$ cat src/rtl/ysyx_24070016_lsu_pkg.sv
// Shared constants and types for the load/store unit.
// Holds funct3 size codes, FSM states and the access-size decode.
package ysyx_24070016_lsu_pkg;

    localparam logic [2:0] F3_LB  = 3'b000;
    localparam logic [2:0] F3_LH  = 3'b001;
    localparam logic [2:0] F3_LW  = 3'b010;
    localparam logic [2:0] F3_LBU = 3'b100;
    localparam logic [2:0] F3_LHU = 3'b101;
    localparam logic [2:0] F3_SB  = 3'b000;
    localparam logic [2:0] F3_SH  = 3'b001;
    localparam logic [2:0] F3_SW  = 3'b010;

    typedef enum logic [1:0] {
        S_IDLE = 2'd0,
        S_REQ  = 2'd1,
        S_WAIT = 2'd2,
        S_DONE = 2'd3
    } lsu_state_e;

    typedef enum logic [1:0] {
        SZ_B = 2'd0,
        SZ_H = 2'd1,
        SZ_W = 2'd2
    } lsu_size_e;

    // Unsigned load variants exist only for loads; anything unknown is a word.
    function automatic lsu_size_e f3_size(input logic [2:0] f3,
                                          input logic       is_load);
        lsu_size_e sz;
        sz = SZ_W;
        if (f3 == F3_SB || (is_load && f3 == F3_LBU))
            sz = SZ_B;
        else if (f3 == F3_SH || (is_load && f3 == F3_LHU))
            sz = SZ_H;
        return sz;
    endfunction

endpackage

$ cat src/rtl/ysyx_24070016_lsu_extend.sv
// Load data extraction: picks the addressed byte/halfword from the
// returned word and sign- or zero-extends it to 32 bits.
module ysyx_24070016_LSU_extend
    import ysyx_24070016_lsu_pkg::*;
(
    input  logic [31:0] i_rdata,
    input  logic [1:0]  i_off,
    input  logic [2:0]  i_funct3,
    output logic [31:0] o_data
);

    logic [31:0] w_shift;
    logic [7:0]  w_byte;
    logic [15:0] w_half;

    assign w_shift = i_rdata >> {i_off, 3'b000};
    assign w_byte  = w_shift[7:0];
    assign w_half  = i_off[1] ? i_rdata[31:16] : i_rdata[15:0];

    always_comb begin
        o_data = i_rdata;
        case (i_funct3)
            F3_LB:   o_data = {{24{w_byte[7]}}, w_byte};
            F3_LH:   o_data = {{16{w_half[15]}}, w_half};
            F3_LBU:  o_data = {24'd0, w_byte};
            F3_LHU:  o_data = {16'd0, w_half};
            default: o_data = i_rdata;
        endcase
    end

endmodule

$ cat src/rtl/ysyx_24070016_lsu.sv
// Load/store unit: one instruction at a time, one memory transaction
// per load/store, all outputs registered.
module ysyx_24070016_lsu
    import ysyx_24070016_lsu_pkg::*;
#(
    parameter int ADDR_W = 32,
    parameter int DATA_W = 32
) (
    input  logic              clk,
    input  logic              rst_n,
    input  logic              in_valid,
    output logic              in_ready,
    input  logic [ADDR_W-1:0] in_alu_result,
    input  logic [DATA_W-1:0] in_store_data,
    input  logic              in_mem_ren,
    input  logic              in_mem_wen,
    input  logic [2:0]        in_funct3,
    input  logic [4:0]        in_rd,
    input  logic              in_rd_wen,
    output logic              mem_req_valid,
    input  logic              mem_req_ready,
    output logic              mem_req_wen,
    output logic [ADDR_W-1:0] mem_req_addr,
    output logic [DATA_W-1:0] mem_req_wdata,
    output logic [3:0]        mem_req_wstrb,
    input  logic              mem_resp_valid,
    output logic              mem_resp_ready,
    input  logic [DATA_W-1:0] mem_resp_rdata,
    output logic              out_valid,
    input  logic              out_ready,
    output logic [DATA_W-1:0] out_wb_data,
    output logic [4:0]        out_rd,
    output logic              out_rd_wen,
    output logic              out_misalign
);

    lsu_state_e        r_state;
    logic              r_in_ready;
    logic              r_req_valid;
    logic              r_req_wen;
    logic [ADDR_W-1:0] r_req_addr;
    logic [DATA_W-1:0] r_req_wdata;
    logic [3:0]        r_req_wstrb;
    logic              r_resp_ready;
    logic              r_out_valid;
    logic [DATA_W-1:0] r_wb_data;
    logic [4:0]        r_rd;
    logic              r_rd_wen;
    logic              r_misalign;
    logic              r_is_load;
    logic [1:0]        r_off;
    logic [2:0]        r_funct3;

    logic              w_is_mem;
    lsu_size_e         w_size;
    logic [1:0]        w_off;
    logic              w_misalign;
    logic [3:0]        w_wstrb;
    logic [DATA_W-1:0] w_wdata;
    logic [DATA_W-1:0] w_ext;

    assign w_is_mem = in_mem_ren | in_mem_wen;
    assign w_size   = f3_size(in_funct3, in_mem_ren);
    assign w_off    = in_alu_result[1:0];

    assign w_misalign = w_is_mem &&
        ((w_size == SZ_H && w_off[0]) ||
         (w_size == SZ_W && w_off != 2'b00));

    // Store lanes: strobe follows the offset, data is replicated per lane.
    always_comb begin
        w_wstrb = 4'b0000;
        w_wdata = '0;
        if (in_mem_wen) begin
            unique case (w_size)
                SZ_B: begin
                    w_wstrb = 4'b0001 << w_off;
                    w_wdata = {4{in_store_data[7:0]}};
                end
                SZ_H: begin
                    w_wstrb = 4'b0011 << w_off;
                    w_wdata = {2{in_store_data[15:0]}};
                end
                default: begin
                    w_wstrb = 4'b1111;
                    w_wdata = in_store_data;
                end
            endcase
        end
    end

    ysyx_24070016_LSU_extend u_extend (
        .i_rdata  (mem_resp_rdata),
        .i_off    (r_off),
        .i_funct3 (r_funct3),
        .o_data   (w_ext)
    );

    always_ff @(posedge clk or negedge rst_n) begin
        if (!rst_n) begin
            r_state      <= S_IDLE;
            r_in_ready   <= 1'b0;
            r_req_valid  <= 1'b0;
            r_req_wen    <= 1'b0;
            r_req_addr   <= '0;
            r_req_wdata  <= '0;
            r_req_wstrb  <= 4'b0000;
            r_resp_ready <= 1'b0;
            r_out_valid  <= 1'b0;
            r_wb_data    <= '0;
            r_rd         <= 5'd0;
            r_rd_wen     <= 1'b0;
            r_misalign   <= 1'b0;
            r_is_load    <= 1'b0;
            r_off        <= 2'b00;
            r_funct3     <= 3'b000;
        end else begin
            unique case (r_state)
                S_IDLE: begin
                    if (!r_in_ready) begin
                        r_in_ready <= 1'b1;
                    end else if (in_valid) begin
                        r_in_ready <= 1'b0;
                        r_is_load  <= in_mem_ren;
                        r_off      <= w_off;
                        r_funct3   <= in_funct3;
                        r_rd       <= in_rd;
                        r_rd_wen   <= in_rd_wen & ~w_misalign;
                        r_misalign <= w_misalign;
                        r_wb_data  <= w_is_mem ? '0 : in_alu_result;
                        if (!w_is_mem || w_misalign) begin
                            r_out_valid <= 1'b1;
                            r_state     <= S_DONE;
                        end else begin
                            r_req_valid <= 1'b1;
                            r_req_wen   <= in_mem_wen;
                            r_req_addr  <= {in_alu_result[ADDR_W-1:2], 2'b00};
                            r_req_wstrb <= w_wstrb;
                            r_req_wdata <= w_wdata;
                            r_state     <= S_REQ;
                        end
                    end
                end
                S_REQ: begin
                    if (mem_req_ready) begin
                        r_req_valid  <= 1'b0;
                        r_resp_ready <= 1'b1;
                        r_state      <= S_WAIT;
                    end
                end
                S_WAIT: begin
                    if (mem_resp_valid) begin
                        r_resp_ready <= 1'b0;
                        if (r_is_load)
                            r_wb_data <= w_ext;
                        r_out_valid <= 1'b1;
                        r_state     <= S_DONE;
                    end
                end
                S_DONE: begin
                    if (out_ready) begin
                        r_out_valid <= 1'b0;
                        r_in_ready  <= 1'b1;
                        r_state     <= S_IDLE;
                    end
                end
            endcase
        end
    end

    assign in_ready       = r_in_ready;
    assign mem_req_valid  = r_req_valid;
    assign mem_req_wen    = r_req_wen;
    assign mem_req_addr   = r_req_addr;
    assign mem_req_wdata  = r_req_wdata;
    assign mem_req_wstrb  = r_req_wstrb;
    assign mem_resp_ready = r_resp_ready;
    assign out_valid      = r_out_valid;
    assign out_wb_data    = r_wb_data;
    assign out_rd         = r_rd;
    assign out_rd_wen     = r_rd_wen;
    assign out_misalign   = r_misalign;

endmodule

$ cat config.mk
export PLATFORM = sky130hd
export DESIGN_NAME = ysyx_24070016_lsu
export DESIGN_NICKNAME = d
export VERILOG_FILES = /design/src/rtl/ysyx_24070016_lsu_pkg.sv /design/src/rtl/ysyx_24070016_lsu_extend.sv /design/src/rtl/ysyx_24070016_lsu.sv
export SDC_FILE = /design/constraint.sdc
export NUM_CORES = 1
export LEC_CHECK = 0
export ABC_CLOCK_PERIOD_IN_PS = 6300
export BUFFER_PORTS_ARGS = -buffer_cell sky130_fd_sc_hd__clkbuf_2
export CORE_MARGIN = 5
export CORE_UTILIZATION = 45
export CTS_CLUSTER_DIAMETER = 80
export DETAILED_ROUTE_END_ITERATION = 10
export PLACE_DENSITY_LB_ADDON = 0.08
export REMOVE_ABC_BUFFERS = 1
export SYNTH_ARGS = -nofsm -noshare
export SYNTH_HDL_FRONTEND = slang
export SYNTH_SLANG_ARGS = --single-unit
$ cat constraint.sdc
create_clock -name clk -period 6.3 [get_ports clk]
set_clock_uncertainty 0.15 [all_clocks]
set_input_delay 0.315 -clock clk [delete_from_list [all_inputs] [get_ports clk]]
set_output_delay 0.315 -clock clk [all_outputs]
set_load 0.01 [all_outputs]
Word-level counts from Yosys, hierarchy flattened
Index checks and enable logic that the tools add are counted.

Equality and inequality tests: 19. Shift-type cells: 3. Multiplexer cells: 39. Bitwise logic cells: 4. Reductions and logical operators: 28.

Operators by type and width (number): $mux W32 (6); $pmux W32 S2 (2); $pmux W32 S4 (1); $shr A32 B5 Y8 (1); $mux W16 (1); $mux W2 (8); $ne A2 B2 Y1 const B (8); $reduce_and A5 Y1 (3); $mux W1 (14); $eq A3 B3 Y1 const B (4); $reduce_bool A2 Y1 (5); $pmux W2 S4 (1); $pmux W4 S2 (1); $eq A2 B2 Y1 const B (3); $eq A3 B1 Y1 const B (2); $logic_not A3 Y1 (2); $pmux W1 S2 (3); $reduce_and A3 Y1 (2); $reduce_and A6 Y1 (1); $logic_and A1 B1 Y1 (5); $eq A2 B1 Y1 const B (2); $logic_not A2 Y1 (2); $logic_or A1 B1 Y1 (4); $mux W4 (1); other kinds (10) (11).

Bits in registers: 118. Bits of input ports: 113. Output and inout bits: 112. Word-level logic and storage cells: 109.

Depth between registers and ports, before layout
Gate-level depths: netlist of the first run.

Depth after elaboration: 14. Depth in mapped cells: 9. Gate-level depth less buffers: 7.

Cells and area by module
A second synthesis of the first run with hierarchy kept.

Cells, all modules: 538. Area total of the unflattened synthesis: 6138.4 sq um.

Modules (own cells, without submodules): ysyx_24070016_lsu (times used 1, cells each 420, area each 5338.9 sq um, sequential area each 2952.8 sq um); ysyx_24070016_LSU_extend (times used 1, cells each 118, area each 799.5 sq um, sequential area each 0.0 sq um).

Worst setup path after synthesis of the first run
Ideal clock, no wire load.

Path type: flip-flop to flip-flop. Start: register r_state[0]. End: register r_wb_data[28] (netlist: out_wb_data[28]). Library setup time: 146 ps. Arrival time: 1696 ps. Data required time: 6004 ps. Path slack: 4307 ps. Cell stages (with the launch flop): 10. Path buffers: 2. Clock period less this slack: 1993 ps. Path through: dfrtp_1 inv_1 ha_1 buf_4 nor2_1 a211oi_2 nand2_1 nor2_2 buf_4 a221oi_1.

Word-level cells in the longest chain between the ends: 3. Elaborated cells on any way between the ends: 9. Those cells by class: eq/ne: 5; mux: 1; reduce/logical: 3.

Ends and longest elaborated chain: start, declared (RTL line ysyx_24070016_lsu.sv:37) `lsu_state_e r_state;`; start signal, assigned (RTL line ysyx_24070016_lsu.sv:101) `r_state <= S_IDLE;`; start signal, assigned (RTL line ysyx_24070016_lsu.sv:133) `r_state <= S_DONE;`; start signal, assigned (RTL line ysyx_24070016_lsu.sv:140) `r_state <= S_REQ;`; $eq A2 B2 Y1 or $logic_not A2 Y1 (tied branches) (RTL line ysyx_24070016_lsu.sv:118) `unique case (r_state)`; $ne A2 B2 Y1 (no source line) or $reduce_bool A2 Y1 (tied branches); $reduce_and A5 Y1 (no source line); end signal, assigned (RTL line ysyx_24070016_lsu.sv:130) `r_wb_data <= w_is_mem ? '0 : in_alu_result;`; end signal, assigned (RTL line ysyx_24070016_lsu.sv:155) `r_wb_data <= w_ext;`; end, declared (RTL line ysyx_24070016_lsu.sv:46) `logic [DATA_W-1:0] r_wb_data;`.

Parallel ways exist; a longest one is shown, timed or not. A chain may end at the register's enable or synchronous reset.

Worst setup path in the final report of the first run
Start: register r_state[0]. End: register r_wb_data[26] (netlist: out_wb_data[26]).

The elaborated chain is that of the path after synthesis.

==> results.md, run 1 <==
- Max IR drop VDD: 0.240 mV
- First-pass GRT wire length: roughly 27 mm
- CORE AREA: 12600 um2
- Syn avg cell area: between 10 and 15 um2
- Clk sinks: between 100 and 150
- Die area: 15200 um2
- FFs w/ async S/R, synth: 100%
- Largest net degree at the start of global routing: just over 70
- Clock buffer depth: 2
- Die Height: roughly 120 um
- EDFF count, synth: 0
- Postcts setup bufs: 0
- Final net count: between 800 and 900
- MaxCap Viol Count: 0
- CTS root buf: clkbuf_16
- CTS HTree Levels: 4
- TritonCTS clock tree: built
- Hold Buf Count CTS: 11
- Total CTS buffers: 17
- I/O Pins: approximately 230
- Leak: around 3.8 nW
- GR Util All Layers: 23.0%
- Final period util: approximately three fifths
- FP Rows: slightly above 40
- Critical Path Sink Type: flip-flop
- Sequential fraction of the synthesis area: between 50% and 60%
- Slowest cell on crit path: ha_1
- Normalized max-slew margin: between 20% and 30%
- Synth warn: 0
- Arr. time, crit path: 4000 ps
- CP Launch Type: flip-flop
- Top cell type by total area after synthesis: dfrtp_1
- Final number of hold-violating endpoints: 0
- Post-layout min period: just under 4000 ps
- Antenna Cells: 0
- Cells after Synth: 546
- Final setup TNS: 0 ps
- # setup viols final: 0
- Slew Limit Fails: 0
- Kind of critical path: reg2reg
- # fillers: 1098
- Insertion delay to the later sink of the worst-skew pair: ~410 ps
- Total grt overflow: 0
- Most frequent cells in the layout: clkbuf_2, dfrtp_1, nand2_1, mux2_2, nor2_1
- Placed wire-length estimate: 12.5 mm
- Main synth FF type: dfrtp_1
- Area growth, synth to finish: 31.4%
- #FFs+latches synth: around 120
- Final wirelength: between 15 and 20 mm
- Worst path cell trace: inv_1, ha_1, nor2_1, a211oi_4, buf_4, nand2_1, nor2_2, a221oi_1
- Clock Pin Slew Worst Setup and Hold Paths: 50 ps
- Slew of the pin with the lowest slew margin: 1070 ps
- GP Congestion: 0.885
- DRC Markers: 0
- Vias: between 5000 and 6000
- Vias in the first global route: ~5200
- DR iter-0 viols: ~390
- DR WL/cell: between 15 and 20 um
- Synth top area share: around 51%
- WP data required: ~6400 ps
- Total chip power: ~3.9 mW
- Buffers on Ports: between 200 and 250
- Die width: around 120 um
- Max Freq: approximately 260 MHz
- Post-route ant nets: 0
- Ranking of synthesized cells by area: dfrtp_1, mux2_2, nand2_1
- Antenna violations before repair: 0
- Most common cell after layout, fill and taps aside: clkbuf_2
- Fraction of layout cells with a size suffix above 1: roughly 40%
- DRT Pass-1 Iters: 4
- RSZ-0062 raised after global routing: false
- PD cells: slightly above 500 nW/um2
- Worst path max stage delay: between 700 and 800 ps
- Via density: around 5.4
- HP Class: in2reg
- Initial core utilization: 45.8%
- Post-Syn Area: about 5800 um2
- Synth cell types: between 40 and 50
- Post-CTS resize count: 0
- Status: finished clean
- Crit path max fanout: between 40 and 50
path summary, 6_finish.rpt:
path	startpoint	end	slack, ps	cells after the start
worst min-delay path	in_alu_result[22]	mem_req_addr[22]	20	2
min in group asynchronous	rst_n	mem_req_addr[23]	450	2
worst max register to register	r_state[0]	out_wb_data[26]	2400	8
worst max-delay path	r_state[0]	out_wb_data[26]	2400	8
worst min register to register	out_misalign	out_misalign	330	2
max in group asynchronous	rst_n	out_wb_data[16]	4340	3
area by class of cell:
cell class              count  area [um2]  area share (%)
multi-input cells         384        2570            34.1
inverters                   6        22.5           0.298
clock buffers              25         515            6.82
repair buffers            238        1260            16.7
clock inverters             4        20.0           0.265
flip-flops and latches    118        2950            39.0
well taps                 172         215            2.85
worst max-delay path, delay by kind of cell (launching register included):
kind	cells	cell delay, ps
compound gates	2	430
fa+ha+maj	1	740
buf+inv	2	580
flops	1	400
simple gates	3	1430
report_power, final:
| part | internal [mW] | switching [mW] |
|---|---|---|
| logic | 0.721 | 0.906 |
| clock network | 0.555 | 0.317 |
| registers | 1.12 | 0.245 |
| total | 2.39 | 1.47 |
synthesized netlist by cell type (11+ instances only):
master / count
a22o_1: 11
mux2_2: 45
o2bb2ai_1: 25
buf_2: 13
clkbuf_1: 13
a221oi_1: 16
dfrtp_1: 118
nor2_1: 42
nand2_1: 79
a21oi_1: 36
o21ai_0: 32
mux2i_1: 26
layer usage:
layer | up-vias | GRT usage, % | part of all wire, % | routed length [um]
met5 | - | 0 | 0 | 0
met4 | 0 | 7.13 | 0.74 | 128
met3 | 6 | 6.72 | 8.2 | 1420
met2 | 196 | 38.2 | 48 | 8350
met1 | 2474 | 29.2 | 43 | 7360
li1 | 2419 | - | - | -
metrics by stage:
step	util [%]	std cells	area [um2]	hold WS (ps)	setup WS, ps
after floorplan	-	508	5530	-131	1970
after global placement	55.0	907	6920	310	2630
after detailed placement	55.0	907	6920	316	2430
after CTS	60.2	947	7560	2.64	2430
after global routing	60.2	947	7560	10.0	2150
final	60.2	947	7560	18.0	2400
kinds of logic (layout without fill, tap and decap cells):
logic type | count (synthesis) | in the layout | synth area share [%]
simple gates | 153 | 153 | 11.3
compound gates | 152 | 152 | 18.3
fa+ha+maj | 4 | 4 | 0.869
other cells | 1 | 2 | 0.0651
xor+xnor | 1 | 1 | 0.152
flops | 118 | 118 | 51.3
buf+inv | 45 | 273 | 4.32
mux | 72 | 72 | 13.7
sequential cells by signal, summed over array words and instances (netlist names), 2 cells and up:
name	flops
r_state	2
mem_req_wdata	32
r_funct3	3
r_off	2
mem_req_addr	30
mem_req_wstrb	4
out_wb_data	32
out_rd	5
Power figures use the tool's default switching activity.
==> inputs of run 2 (changes only) <==
--- a/config.mk
+++ b/config.mk
@@ -5,7 +5,7 @@
 export SDC_FILE = /design/constraint.sdc
 export NUM_CORES = 1
 export LEC_CHECK = 0
-export ABC_CLOCK_PERIOD_IN_PS = 6300
+export ABC_CLOCK_PERIOD_IN_PS = 3650
 export BUFFER_PORTS_ARGS = -buffer_cell sky130_fd_sc_hd__clkbuf_2
 export CORE_MARGIN = 5
 export CORE_UTILIZATION = 45
==> constraint.sdc (replaced) <==
create_clock -name clk -period 3.65 [get_ports clk]
set_clock_uncertainty 0.15 [all_clocks]
set_input_delay 0.1825 -clock clk [delete_from_list [all_inputs] [get_ports clk]]
set_output_delay 0.1825 -clock clk [all_outputs]
set_load 0.01 [all_outputs]
==> run 2 against run 1 <==
Non-clock buffer count increased by 98. First-iteration DRC count decreased by 11%. Global-route usage increased by 1.4 points. Total power increased by 78%. Via count increased by 7.5%. Flip-flop and latch count unchanged. Critical path depth unchanged. Largest cell class unchanged. Largest power group unchanged.
==> results.md, run 2 (synthesis gave the netlist of run 1 again) <==
- Status: finished clean (unchanged)
- I/O Pins: 225 (unchanged)
- MaxCap Viol Count: 0 (unchanged)
- Total grt overflow: 0 (unchanged)
- DR WL/cell: 17.7 um (was 18.2 um)
- Max IR drop VDD: 0.383 mV (was 0.240 mV)
- Area growth, synth to finish: 48.5% (was 31.4%)
- Vias: 5477 (was 5095)
- WP data required: 3780 ps (was 6400 ps)
- Slew of the pin with the lowest slew margin: 1120 ps (was 1070 ps)
- Final wirelength: 18.5 mm (was 17.3 mm)
- Worst path max stage delay: 670 ps (was 740 ps)
- Post-route ant nets: 0 (unchanged)
- Initial core utilization: 45.8% (unchanged)
- Normalized max-slew margin: 25.0% (was 28.4%)
- Clock Pin Slew Worst Setup and Hold Paths: 50 ps (about the same)
- GP Congestion: 0.882 (was 0.885)
- Postcts setup bufs: 0 (unchanged)
- Die Height: 123 um (unchanged)
- Worst path cell trace: inv_1, ha_1, nor2_1, a211oi_4, nand2_1, nor2_2, a221oi_1, dlygate4sd3_1 (was inv_1, ha_1, nor2_1, a211oi_4, buf_4, nand2_1, nor2_2, a221oi_1)
- Worst setup margin: 207 ps (was 2400 ps)
- Design area: 8550 um2 (was 7560 um2)
- Leak: 4.22 nW (was 3.80 nW)
- Max Freq: 290 MHz (was 256 MHz)
- Fraction of layout cells with a size suffix above 1: 36.4% (was 40.5%)
- Post-layout min period: 3440 ps (was 3900 ps)
- Antenna violations before repair: 0 (unchanged)
- Die area: 15200 um2 (unchanged)
- Met1 usage in global routing: 30.3% (was 29.2%)
- Via density: 5.25 (was 5.38)
- Final net count: 980 (was 882)
- Placed Area: 6960 um2 (was 6920 um2)
- PD cells: 804 nW/um2 (was 511 nW/um2)
- Pre-CTS WS: 781 ps (was 2430 ps)
- Slew Limit Fails: 0 (unchanged)
- Insertion delay to the later sink of the worst-skew pair: 410 ps (about the same)
- Placed wire-length estimate: 12.7 mm (was 12.5 mm)
- DRC Markers: 0 (unchanged)
- Layout Cells excl Fill: 1044 (was 947)
- # setup viols final: 0 (unchanged)
- Most common cell after layout, fill and taps aside: clkbuf_2 (unchanged)
- Slowest cell on crit path: nor2_2 (was ha_1)
- Top Usage Layer GRT: met2 (unchanged)
- Hold WS: 102 ps (was 18.0 ps)
- Clk sinks: 118 (unchanged)
- DRT Pass-1 Iters: 5 (was 4)
- HP Class: in2reg (unchanged)
- Hold Buf Count CTS: 105 (was 11)
- Critical Path Sink Type: flip-flop (unchanged)
- Vias in the first global route: 5537 (was 5219)
- # placed instances: 911 (was 907)
- Post-CTS resize count: 0 (unchanged)
- GR Util All Layers: 24.4% (was 23.0%)
- CP Launch Type: flip-flop (unchanged)
- Kind of critical path: reg2reg (unchanged)
- First-pass GRT wire length: 28.7 mm (was 27.1 mm)
- DR iter-0 viols: 346 (was 387)
- Arr. time, crit path: 3570 ps (was 4000 ps)
- Met2 Track Usage GR: 40.3% (was 38.2%)
- Antenna Cells: 0 (unchanged)
- CTS HTree Levels: 4 (unchanged)
- Crit path max fanout: 16 (was 49)
- Total CTS buffers: 17 (unchanged)
- Met3 usage: 7.00% (was 6.72%)
- Final Util: 68.0% (was 60.2%)
- RSZ-0062 raised after global routing: false (unchanged)
- TritonCTS clock tree: built (unchanged)
- CTS root buf: clkbuf_16 (unchanged)
- FP Rows: 41 (unchanged)
- Buffers on Ports: 222 (unchanged)
- Final period util: 94.3% (was 61.9%)
- Final number of hold-violating endpoints: 0 (unchanged)
- CORE AREA: 12600 um2 (unchanged)
- Most frequent cells in the layout: clkbuf_2, dfrtp_1, dlygate4sd3_1, nand2_1, mux2_2 (was clkbuf_2, dfrtp_1, nand2_1, mux2_2, nor2_1)
- Die width: 123 um (unchanged)
- Largest net degree at the start of global routing: 69 (was 71)
- Clock buffer depth: 2 (unchanged)
## run 2: final timing paths
kind	startpoint	to	slack, ps	cells past startpoint
max in group asynchronous	rst_n	out_wb_data[23]	2180	3
worst min register to register	out_rd[1]	out_rd[1]	320	2
worst max-delay path	r_state[0]	out_wb_data[28]	210	8
worst min-delay path	mem_resp_rdata[5]	out_wb_data[5]	100	4
min in group asynchronous	rst_n	mem_req_addr[17]	280	2
worst max register to register	r_state[0]	out_wb_data[28]	210	8
## run 2: power by group
part | switching (mW) | total [mW] | internal, mW
combinational | 1.61 | 2.98 | 1.37
sequential | 0.433 | 2.36 | 1.93
clock | 0.543 | 1.53 | 0.986
## run 2: worst max-delay path, delay by kind of cell, from the launching register on
kind | cells | cell delay (ps)
AND/OR/NAND/NOR | 3 | 1240
buffers and inverters | 2 | 710
AO/OA/AOI/OAI | 2 | 410
flip-flops | 1 | 390
adder cells (fa/ha/maj) | 1 | 390
## run 2: cell type report
type	count	area (um2)
Clock inverter	5	50.0
Clock buffer	23	488
Sequential cell	118	2950
Inverter	6	22.5
Timing Repair Buffer	336	2240
Fill cell	957	4020
Multi-Input combinational cell	384	2570
Tap cell	172	215
## run 2: through the flow
step | TNS, ps | power, mW
2_1_floorplan | -14630 | 4.02
3_5_place_dp | 0 | 5.21
5_1_grt | 0 | 7.34
4_1_cts | 0 | 6.91
6_report | 0 | 6.87
3_3_place_gp | 0 | 5.12
## run 2: routing by layer
metal | vias up | share of wire, %
met1 | 2603 | 41
li1 | 2613 | -
met4 | 0 | 2.0
met5 | - | 0
met2 | 232 | 49
met3 | 29 | 8.3
